## config.mk

```make
export PLATFORM = sky130hd
export DESIGN_NAME = pimt1_collect
export DESIGN_NICKNAME = d
export VERILOG_FILES = /design/src/rtl/pimt1_collect.sv
export SDC_FILE = /design/constraint.sdc
export NUM_CORES = 1
export LEC_CHECK = 0
export CORE_MARGIN = 8
export CORE_UTILIZATION = 55
export CTS_CLUSTER_SIZE = 28
export DETAILED_ROUTE_END_ITERATION = 10
export PLACE_DENSITY = 0.73
export SETUP_SLACK_MARGIN = 0.4
export SYNTH_ARGS = -nofsm -noshare
export SYNTH_HDL_FRONTEND = slang
export SYNTH_SLANG_ARGS = --single-unit
```

## constraint.sdc

```tcl
create_clock -name clk -period 6.2 [get_ports clk]
set_clock_uncertainty 0.05 [all_clocks]
set_input_delay 0.62 -clock clk [delete_from_list [all_inputs] [get_ports clk]]
set_output_delay 0.62 -clock clk [all_outputs]
set_load 0.05 [all_outputs]
```

## src/rtl/pimt1_collect.sv

```systemverilog
`default_nettype none
// ============================================================================
// Module   : pimt1_collect
// Purpose  : Output-side collector for the pimt_1 multiply stage. Buffers every
//            product in a FIFO, tags it with its position in the frame, and
//            presents it on a valid/ready stream with last flag, frame-done
//            pulse and sticky overflow detection.
// Ports    : clk, rst_n (async, active-low)
//            pimt1_result / pimt1_result_vld : unstallable product input
//            clr                             : sync flush of FIFO/index/overflow
//            out_data/out_idx/out_last/out_vld, out_rdy : output stream
//            fifo_level                      : occupied entries, 0..DEPTH
//            overflow                        : sticky, sample hit a full FIFO
//            frame_done                      : pulse after last word transfers
// Revision : 1.0 - initial release
// ============================================================================
module pimt1_collect #(
  parameter int DATA_W    = 64,
  parameter int DEPTH     = 16,
  parameter int FRAME_LEN = 8,
  parameter int IDX_W     = $clog2(FRAME_LEN)  // derived, keep default
) (
  input  logic                     clk,
  input  logic                     rst_n,
  input  logic [DATA_W-1:0]        pimt1_result,
  input  logic                     pimt1_result_vld,
  input  logic                     clr,
  output logic [DATA_W-1:0]        out_data,
  output logic [IDX_W-1:0]         out_idx,
  output logic                     out_last,
  output logic                     out_vld,
  input  logic                     out_rdy,
  output logic [$clog2(DEPTH):0]   fifo_level,
  output logic                     overflow,
  output logic                     frame_done
);

  localparam int PTR_W = $clog2(DEPTH);
  localparam int LVL_W = PTR_W + 1;
  localparam int ENT_W = IDX_W + DATA_W;

  localparam logic [IDX_W-1:0] c_LAST_IDX = IDX_W'(FRAME_LEN - 1);
  localparam logic [LVL_W-1:0] c_FULL     = LVL_W'(DEPTH);
  localparam logic [LVL_W-1:0] c_ONE      = LVL_W'(1);

  logic [ENT_W-1:0] r_mem [DEPTH];
  logic [PTR_W-1:0] r_wr_ptr;
  logic [PTR_W-1:0] r_rd_ptr;
  logic [IDX_W-1:0] r_in_idx;

  logic             w_full;
  logic             w_pop;
  logic             w_push;
  logic             w_drop;
  logic [LVL_W-1:0] w_level_nxt;
  logic [LVL_W-1:0] w_stored;
  logic [PTR_W-1:0] w_rd_sel;
  logic [ENT_W-1:0] w_head;
  logic [IDX_W-1:0] w_idx_nxt;

  // fifo_level counts every word not yet transferred, including the one
  // currently sitting in the output registers.
  assign w_full = (fifo_level == c_FULL);
  assign w_pop  = out_vld & out_rdy;
  assign w_push = pimt1_result_vld & (~w_full | w_pop);
  assign w_drop = pimt1_result_vld & w_full & ~w_pop;

  assign w_idx_nxt = (r_in_idx == c_LAST_IDX) ? '0 : r_in_idx + IDX_W'(1);

  always_comb begin
    w_level_nxt = fifo_level;
    if (w_push && !w_pop)
      w_level_nxt = fifo_level + c_ONE;
    else if (w_pop && !w_push)
      w_level_nxt = fifo_level - c_ONE;
  end

  // Words already in memory once this edge's pop is accounted for. If none
  // remain, the head after the edge is the word being pushed right now, which
  // is bypassed straight into the output registers (first-word-fall-through).
  assign w_stored = fifo_level - (w_pop ? c_ONE : '0);
  assign w_rd_sel = r_rd_ptr + (w_pop ? PTR_W'(1) : '0);
  assign w_head   = (w_stored != '0) ? r_mem[w_rd_sel] : {r_in_idx, pimt1_result};

  // Storage array carries no reset; validity is tracked by the pointers/level.
  // When full with a simultaneous pop, wr_ptr equals rd_ptr, and the entry
  // overwritten is the one leaving, while the head is read from rd_ptr+1.
  always_ff @(posedge clk) begin
    if (w_push && !clr)
      r_mem[r_wr_ptr] <= {r_in_idx, pimt1_result};
  end

  always_ff @(posedge clk or negedge rst_n) begin
    if (!rst_n) begin
      r_wr_ptr   <= '0;
      r_rd_ptr   <= '0;
      r_in_idx   <= '0;
      fifo_level <= '0;
      overflow   <= 1'b0;
      frame_done <= 1'b0;
      out_vld    <= 1'b0;
      out_data   <= '0;
      out_idx    <= '0;
      out_last   <= 1'b0;
    end else if (clr) begin
      // Same-cycle flush; a concurrent input sample is discarded.
      r_wr_ptr   <= '0;
      r_rd_ptr   <= '0;
      r_in_idx   <= '0;
      fifo_level <= '0;
      overflow   <= 1'b0;
      frame_done <= 1'b0;
      out_vld    <= 1'b0;
    end else begin
      if (w_push)
        r_wr_ptr <= r_wr_ptr + PTR_W'(1);
      if (w_pop)
        r_rd_ptr <= r_rd_ptr + PTR_W'(1);
      // Index advances even on a drop so frame alignment survives overflow.
      if (pimt1_result_vld)
        r_in_idx <= w_idx_nxt;
      fifo_level <= w_level_nxt;
      overflow   <= overflow | w_drop;
      frame_done <= w_pop & out_last;
      out_vld    <= (w_level_nxt != '0);
      // Output words are held when the FIFO drains empty.
      if (w_level_nxt != '0) begin
        out_data <= w_head[DATA_W-1:0];
        out_idx  <= w_head[ENT_W-1:DATA_W];
        out_last <= (w_head[ENT_W-1:DATA_W] == c_LAST_IDX);
      end
    end
  end

endmodule
`default_nettype wire

```

==> Yosys cells after proc, flatten, opt, wreduce, memory -nomap -nowiden <==
Memory sizes are Yosys's and may differ from the RTL's.
Cells that the tools add are included.
W data, S select, Z words.
{ "totals": {"ff_bits": 87, "ramBits": 1072, "inputBits": 69, "out_inout_bits": 76, "elab_cells": 61, "memories": 1} }
{ "classes": {"add_sub_neg": 7, "n_eq_ne": 3, "mux": 18, "n_bitwise": 10, "reduce_logical": 12} }
{ "mem_list": {"columns": ["name", "words", "width", "rd", "rd_ports_with_merged_regs", "wr", "line", "text"], "rows": [
  ["r_mem", 16, 67, 1, 0, 1, "46", "logic [ENT_W-1:0] r_mem [DEPTH];"]
]} }
{ "ops": {"columns": ["operator", "count"], "rows": [
  ["$mux W67", 1],
  ["$mux W4", 4],
  ["$mux W5", 3],
  ["$reduce_bool A5 Y1", 2],
  ["$mux W3", 3],
  ["$add A4 B1 Y4 const B", 2],
  ["$mux W1", 7],
  ["$eq A3 B3 Y1 const B", 2],
  ["$reduce_bool A2 Y1", 3],
  ["$add A5 B1 Y5 const B", 1],
  ["$and A1 B1 Y1", 5],
  ["$eq A5 B5 Y1 const B", 1],
  ["$sub A5 B1 Y5", 1],
  ["$sub A5 B1 Y5 const B", 1],
  ["$add A4 B1 Y4", 1],
  ["$add A3 B1 Y3 const B", 1],
  ["$logic_and A1 B1 Y1", 3],
  ["$logic_not A1 Y1", 3],
  ["$not A1 Y1", 3],
  ["$or A1 B1 Y1", 2],
  ["$reduce_and A2 Y1", 1]
]} }

==> Logic depth before layout (Yosys ltp) <==
Gate-level depths: netlist of the first run.
{ "depth": {"ltp_word": 10, "ltp_mapped": 13, "depth_no_buf": 9} }

==> Worst setup path before layout of the first run <==
No wires, ideal clock.
{ "synth_timing": {"path_kind": "flip-flop to flip-flop", "from": "register fifo_level[0]", "to": "memory r_mem[0][0] in the netlist's numbering (enable)", "setup_ns": 0.575, "arrival_time_ns": 6.304, "required_ns": 5.575, "setup_slack_ns": -0.728, "stages_incl_launch_ff": 8, "path_buffers": 0, "synth_period_minus_slack_ns": 6.928, "cell_sequence": "dfrtp_1 inv_1 ha_1 nand4bb_1 o21ai_0 nor2_1 nand2_1 nor3_1"} }
{ "synth_between": {"elab_chain_len": 7} }
{ "synth_rtl": {"columns": ["element", "line", "text"], "rows": [
  ["from (decl)", "33", "output logic [$clog2(DEPTH):0] fifo_level,"],
  ["from (signal assigned)", "122", "fifo_level <= w_level_nxt;"],
  ["$eq A5 B5 Y1", "63", "assign w_full = (fifo_level == c_FULL);"],
  ["$not A1 Y1", "65", "assign w_push = pimt1_result_vld & (~w_full | w_pop);"],
  ["$or A1 B1 Y1", "65", null],
  ["$and A1 B1 Y1", "65", null],
  ["$logic_and A1 B1 Y1", "89", "if (w_push && !clr)"],
  ["$mux W1", "89", null],
  ["$mux W1 (implied by the code)", "90", "r_mem[r_wr_ptr] <= {r_in_idx, pimt1_result};"],
  ["to (decl)", "46", null]
]} }
Every way passes these cells.

==> Worst setup path in the final report of the first run <==
{ "layout_timing": {"from": "input out_rdy", "to": "register out_data[8]"} }
{ "layout_between": {"elab_chain_len": 9, "word_cells_on_any_way": 18, "classes_between": "add/sub: 2; mux: 5; bitwise: 3; reduce/logical: 7; memory: 1"} }
{ "layout_rtl": {"columns": ["element", "line", "text"], "rows": [
  ["from (decl)", "32", "input logic out_rdy,"],
  ["$and A1 B1 Y1 *", "64", "assign w_pop = out_vld & out_rdy;"],
  ["branches (longest 8 deep; another with $mem_v2 Z16 W67)", null, null],
  ["to (signal assigned)", "128", "out_data <= w_head[DATA_W-1:0];"],
  ["to (decl)", "28", "output logic [DATA_W-1:0] out_data,"]
]} }
Every way passes the cells marked *.
A chain may end at the register's enable or synchronous reset.

==> flow_metrics.env, run 1 <==
export IMPL_status="completed"
export IMPL_clk_latency_ns=0.67
export IMPL_timing_final_crit_share=0.629
export IMPL_cts_tree="yes"
export IMPL_min_from="out_idx[0]"
export IMPL_cp_data_arrival_time_ns=4.39
export IMPL_area_growth_pct=14.4
export IMPL_yosys_warnings=0
export IMPL_pin_count=145
export IMPL_slowest_delay_ns=0.64
export IMPL_wl_met2_um=49900
export IMPL_synth_seq_cells=1159
export IMPL_htree_levels=3
export IMPL_syn_area_per_cell_um2=23.2
export IMPL_cp_top_family="buffers and inverters"
export IMPL_overflow=0
export IMPL_crit_path_max_fanout=100
export IMPL_initial_core_util=0.556
export IMPL_viasPerCell=6.38
export IMPL_avgRoutedWirePerCell_um=30.3
export IMPL_num_rows=104
export IMPL_grt_pass1_vias=21600
export IMPL_cts_clk_slew_worst_paths_ns=0.06
export IMPL_drive_above_1_share=0.271
export IMPL_worst_path_max_delay_cell="ha_4"
export IMPL_met3_length_um=8040
export IMPL_synth_ff_type="edfxtp_1"
export IMPL_r2r_end="out_data[8]"
export IMPL_worstPathRequired_ns=6.69
export IMPL_dieArea_um2=90900
export IMPL_synth_largest_area_cell="edfxtp_1"
export IMPL_cp_end_kind="flop"
export IMPL_min_delay_path_class="flop to flop"
export IMPL_leakage_nw=16.3
export IMPL_seq_power_share=0.473
export IMPL_synth_cells=1929
export IMPL_ir_worst_vdd_mv=0.241
export IMPL_syn_area_um2=44800
export IMPL_ys_async_sr_fraction=0.0751
export IMPL_layout_nets=2218
export IMPL_max_freq_mhz=256
export IMPL_route_detailed_drc=0
export IMPL_synthTopCellsByArea="edfxtp_1 72%, mux4_2 17%, dfrtp_1 4.9%"
export IMPL_ys_seq_area_frac=0.767
export IMPL_yosysUniqueCellTypes=48
export IMPL_grt_usage=0.220
export IMPL_pwr_share_comb=0.176
export IMPL_min_path_cells=2
export IMPL_cts_root_buf="clkbuf_16"
export IMPL_grt_max_degree=101
export IMPL_p_per_area_nw_per_um2=372
export IMPL_p_total_w=0.0191
export IMPL_r2r_slack_ns=2.37
export IMPL_most_common_layout_cells="1072 x edfxtp_1, 333 x mux4_2, 143 x clkdlybuf4s50_1, 110 x clkbuf_16, 87 x dfrtp_1"
export IMPL_core_um2=80500
export IMPL_switchingPower_w=0.00502
export IMPL_wirelength_um=99800
export IMPL_die_h_um=301
export IMPL_die_w_um=301
export IMPL_place_area_um2=47700
export IMPL_numPortBuffers=144
export IMPL_max_cap_viol_count=0
export IMPL_hold_path_end="out_idx[0]"
export IMPL_setup_viol=0
export IMPL_tightest_slew_ns=1.07
export IMPL_antenna_found_initial=8
export IMPL_p_int_w=0.0141
export IMPL_worstPathCellList="clkdlybuf4s50_1, nand2_1, inv_2, ha_4, ha_4, buf_12, mux4_2, mux4_2, mux2i_1, a21oi_1"
export IMPL_start_kind="input port"
export IMPL_drt_met1_wl_um=40300
export IMPL_pwr_share_clk=0.351
export IMPL_r2r_cells=9
export IMPL_maxUsedRoutingLayer="met5"
export IMPL_swShare=0.263
export IMPL_dp_hpwl_um=50000
export IMPL_r2r_start="out_vld"
export IMPL_grt_pass1_wl_um=147000
export IMPL_slew_headroom=0.286
export IMPL_cp_num_buf_inv=3
export IMPL_finalWeightedCongestion=0.740
export IMPL_synth_top_area_share=0.718
export IMPL_antenna_left=0
export IMPL_slew_viol_final=0
export IMPL_drt_first_pass_iters=5
export IMPL_cts_buffers=109
export IMPL_final_area_um2=51300
export IMPL_final_common_cell="edfxtp_1"
export IMPL_clockBufferDepth=3
export IMPL_rsz0062_at_grt="false"
export IMPL_drt_iter0_drc=2239
export IMPL_synth_edf_count=1072
export IMPL_vias=21000
export IMPL_min_period_ns=3.90
export IMPL_cts_sinks=1159
export IMPL_setup_tns_ns=0
export IMPL_synth_fp_nets=2010
export IMPL_hold_viol=0
export IMPL_crit_type="input port to flop"
[power groups by stage]
stage / sequential, W / clock [W] / combinational (W)
floorplan: 0.00986 / 0 / 0.00169
global placement: 0.00919 / 0 / 0.00334
detailed placement: 0.00920 / 0 / 0.00339
CTS: 0.00905 / 0.00679 / 0.00341
global route: 0.00907 / 0.00709 / 0.00354
finish: 0.00904 / 0.00670 / 0.00336
[tightest hold or removal path: stages (launching register included)]
cell	delay, ns
dfrtp_1	0.35
nand2b_1	0.06
o21ai_1	0.06
[cell families (layout without fill, tap and decap cells)]
group / after synthesis / count (layout) / synth area share
flip-flops: 1159 / 1159 / 0.767
multiplexers: 404 / 404 / 0.183
AND/OR/NAND/NOR: 138 / 138 / 0.0136
buffers and inverters: 111 / 414 / 0.0160
AO/OA/AOI/OAI: 91 / 91 / 0.0143
XOR/XNOR: 14 / 14 / 0.00274
adder cells (fa/ha/maj): 12 / 12 / 0.00335
other: 0 / 4 / 0
[through the flow]
step	setup slack (ns)	util	hold WS, ns	instances
6_report	2.30	0.637	0.451	3296
2_1_floorplan	-0.727	-	0.274	1929
5_1_grt	2.09	0.637	0.494	3295
3_5_place_dp	1.66	0.592	0.443	3085
4_1_cts	2.34	0.637	0.460	3292
3_3_place_gp	1.71	0.592	0.444	3085
[routing by layer]
| layer | GRT usage | vias up |
|---|---|---|
| met5 | 0 | - |
| met4 | 0.0554 | 6 |
| met3 | 0.0408 | 133 |
| met2 | 0.358 | 969 |
| met1 | 0.310 | 11400 |
| li1 | - | 8539 |
[flip-flops by register name, summed over array words and instances, names as in the netlist]
| signal | cells |
|---|---|
| out_idx | 3 |
| r_in_idx | 3 |
| out_data | 64 |
| r_rd_ptr | 4 |
| r_mem | 1072 |
| fifo_level | 5 |
| out_last | 1 |
| overflow | 1 |
| out_vld | 1 |
| r_wr_ptr | 4 |
| frame_done | 1 |
[layout make-up]
| type | instances | area [µm²] |
|---|---|---|
| diodes | 4 | 10.0 |
| clock buffers | 147 | 2950 |
| clock inverters | 59 | 663 |
| fillers | 5165 | 29300 |
| inverters | 7 | 26.3 |
| multi-input cells | 659 | 9930 |
| flip-flops and latches | 1159 | 34400 |
| well taps | 1060 | 1330 |
| repair buffers | 201 | 2020 |
[how the worst max path moves through the flow]
stage,startpoint,endpoint,cells past startpoint,slack (ns)
floorplan,fifo_level[0],r_mem[1][0],7,-0.73
global placement,out_rdy,out_data[14],9,1.71
detailed placement,out_rdy,out_data[58],9,1.66
CTS,out_rdy,out_data[3],9,2.34
global route,out_rdy,out_data[3],9,2.09
finish,out_rdy,out_data[8],10,2.30
[cell usage after synthesis, types with 3 or more instances]
master / instances
a21oi_2: 27
nand2b_1: 5
nand3_1: 8
mux4_2: 333
inv_1: 5
buf_6: 30
nand2_1: 13
edfxtp_1: 1072
xor2_1: 8
nor3_1: 5
buf_2: 22
clkbuf_1: 38
a21oi_1: 45
mux2i_1: 71
buf_4: 9
buf_1: 3
ha_1: 12
nor2_1: 93
and3b_1: 3
dfrtp_1: 87
xnor2_1: 6
[what timing repair did]
item	in CTS	in global routing
gates resized for setup	0	0
hold endpoints to repair	41	0
setup buffers	0	0
hold buffers	1	0
endpoints found under the setup margin	0	0
No activity file was read; power rests on OpenSTA's default activity.
==> run 2: changes to the inputs <==
PLACE_DENSITY = 0.71   (was 0.73)
clock period = 4.05 ns   (was 6.2 ns; I/O delays follow)
==> run 2 against run 1 <==
Against the previous run:
- sequential share of layout area shrank 1.1 points
- first-iteration DRC count shrank 22%
- final area grew 1.7%
- critical path type is now flop to flop
- cell count grew 1.1%
- clock-buffer cell count grew 6
- via count shrank 0.31%
==> flow_metrics.env, run 2 (synthesis results as in run 1) <==
export IMPL_status="completed"
export IMPL_utilization=0.648
export IMPL_top_regs="r_mem x1072, out_data x64, fifo_level x5"
export IMPL_ir_worst_vdd_mv=0.392
export IMPL_drt_first_pass_iters=5
export IMPL_num_rows=104
export IMPL_p_total_w=0.0297
export IMPL_wirelength_um=101000
export IMPL_worstPathCellList="nand2_1, inv_2, ha_4, ha_4, buf_12, buf_12, mux4_2, mux4_2, mux2i_1, a21oi_1"
export IMPL_vias=21000
export IMPL_cts_tree="yes"
export IMPL_finalWeightedCongestion=0.747
export IMPL_antenna_found_initial=12
export IMPL_most_common_layout_cells="1072 x edfxtp_1, 333 x mux4_2, 143 x clkdlybuf4s50_1, 115 x clkbuf_16, 84 x dfrtp_1"
export IMPL_clk_latency_ns=0.67
export IMPL_rsz0062_at_grt="false"
export IMPL_dp_hpwl_um=51700
export IMPL_avgRoutedWirePerCell_um=30.4
export IMPL_max_cap_viol_count=0
export IMPL_top_register="r_mem"
export IMPL_core_um2=80500
export IMPL_pre_cts_ws_ns=0.462
export IMPL_tightest_slew_ns=1.05
export IMPL_leakage_nw=16.6
export IMPL_layout_nets=2250
export IMPL_cts_hold_buffers=1
export IMPL_route_detailed_drc=0
export IMPL_die_h_um=301
export IMPL_numPortBuffers=144
export IMPL_clockBufferDepth=3
export IMPL_drt_iter0_drc=1742
export IMPL_setup_tns_ns=0
export IMPL_slew_headroom=0.297
export IMPL_final_common_cell="edfxtp_1"
export IMPL_cp_end_kind="flop"
export IMPL_antenna_left=0
export IMPL_cts_repair_resized=0
export IMPL_max_freq_mhz=308
export IMPL_timing_final_crit_share=0.801
export IMPL_pin_count=145
export IMPL_grt_pass1_wl_um=150000
export IMPL_worst_path_max_delay_cell="ha_4"
export IMPL_slowest_delay_ns=0.53
export IMPL_viasPerCell=6.29
export IMPL_area_growth_pct=16.4
export IMPL_p_per_area_nw_per_um2=569
export IMPL_overflow=0
export IMPL_postCtsSetupBuffers=0
export IMPL_initial_core_util=0.556
export IMPL_htree_levels=3
export IMPL_start_kind="flop"
export IMPL_min_delay_path_class="input port to async pin"
export IMPL_grt_usage=0.224
export IMPL_cts_buffers=113
export IMPL_grt_max_degree=70
export IMPL_dieArea_um2=90900
export IMPL_drive_above_1_share=0.289
export IMPL_grt_pass1_vias=22200
export IMPL_crit_path_max_fanout=27
export IMPL_cts_clk_slew_worst_paths_ns=0.06
export IMPL_min_period_ns=3.24
export IMPL_cts_sinks=1159
export IMPL_cp_data_arrival_time_ns=3.73
export IMPL_slew_viol_final=0
export IMPL_hold_viol=0
export IMPL_crit_type="flop to flop"
export IMPL_worstPathRequired_ns=4.53
export IMPL_fin_ws_ns=0.806
export IMPL_cts_root_buf="clkbuf_16"
export IMPL_setup_viol=0
export IMPL_die_w_um=301
export IMPL_largest_register_ffs=1072
[run 2: cell types whose count changed in the layout (fill, tap and decap cells not counted), moves of 5 or more]
cell       previous run  this run
buf_12               12        49
buf_4                45        36
clkbuf_1             31        24
clkbuf_16           110       115
clkbuf_8              6        14
[run 2: through the flow]
step / hold slack [ns] / cell area (µm²) / instances
finish: 0.427 / 52200 / 3333
global route: 0.463 / 52200 / 3333
CTS: 0.425 / 52200 / 3328
detailed placement: 0.463 / 48400 / 3113
global placement: 0.446 / 48400 / 3113
floorplan: 0.0594 / 44900 / 1929
[run 2: worst max-delay path, delay by kind of cell (launching register included)]
kind / cells / cell delay, ns
and+or+nand+nor: 1 / 0.20
AOI/OAI and AO/OA: 1 / 0.11
buffers and inverters: 3 / 0.57
DFF: 1 / 0.47
adders and majority gates: 2 / 0.70
muxes: 3 / 0.96
[run 2: worst paths after layout]
kind / startpoint / endpoint / slack [ns] / cells past startpoint
hold / removal: rst_n / fifo_level[4] / 0.43 / 2
setup reg to reg: out_vld / out_data[34] / 0.81 / 10
setup / recovery: out_vld / out_data[34] / 0.81 / 10
min in group clk: clr / fifo_level[0] / 0.46 / 3
hold reg to reg: overflow / overflow / 0.47 / 2
max in group asynchronous: rst_n / out_data[31] / 2.54 / 3
[run 2: cell type report]
| cell class | instances | area (µm²) |
|---|---|---|
| multi-input combinational | 659 | 9950 |
| timing repair buffer | 229 | 2690 |
| tap | 1060 | 1330 |
| inverter | 7 | 26.3 |
| fill | 5078 | 28400 |
| antenna | 5 | 12.5 |
| clock buffer | 153 | 3160 |
| clock inverter | 61 | 639 |
| sequential | 1159 | 34400 |
[run 2: layer usage]
layer  vias to the layer above  global-route usage  share of wire
met5                         -                   0        0.00097
met4                        14              0.0630          0.025
met3                       175              0.0465          0.073
met2                       850               0.371           0.51
met1                     11300               0.305           0.39
li1                       8628                   -              -
[run 2: power by group]
part	total (W)	leakage [nW]	switching, W	internal, W
logic	0.00528	4.10	0.00303	0.00225
clock network	0.0106	1.87	0.00440	0.00618
registers	0.0138	10.7	0.000344	0.0135
total	0.0297	16.6	0.00777	0.0219
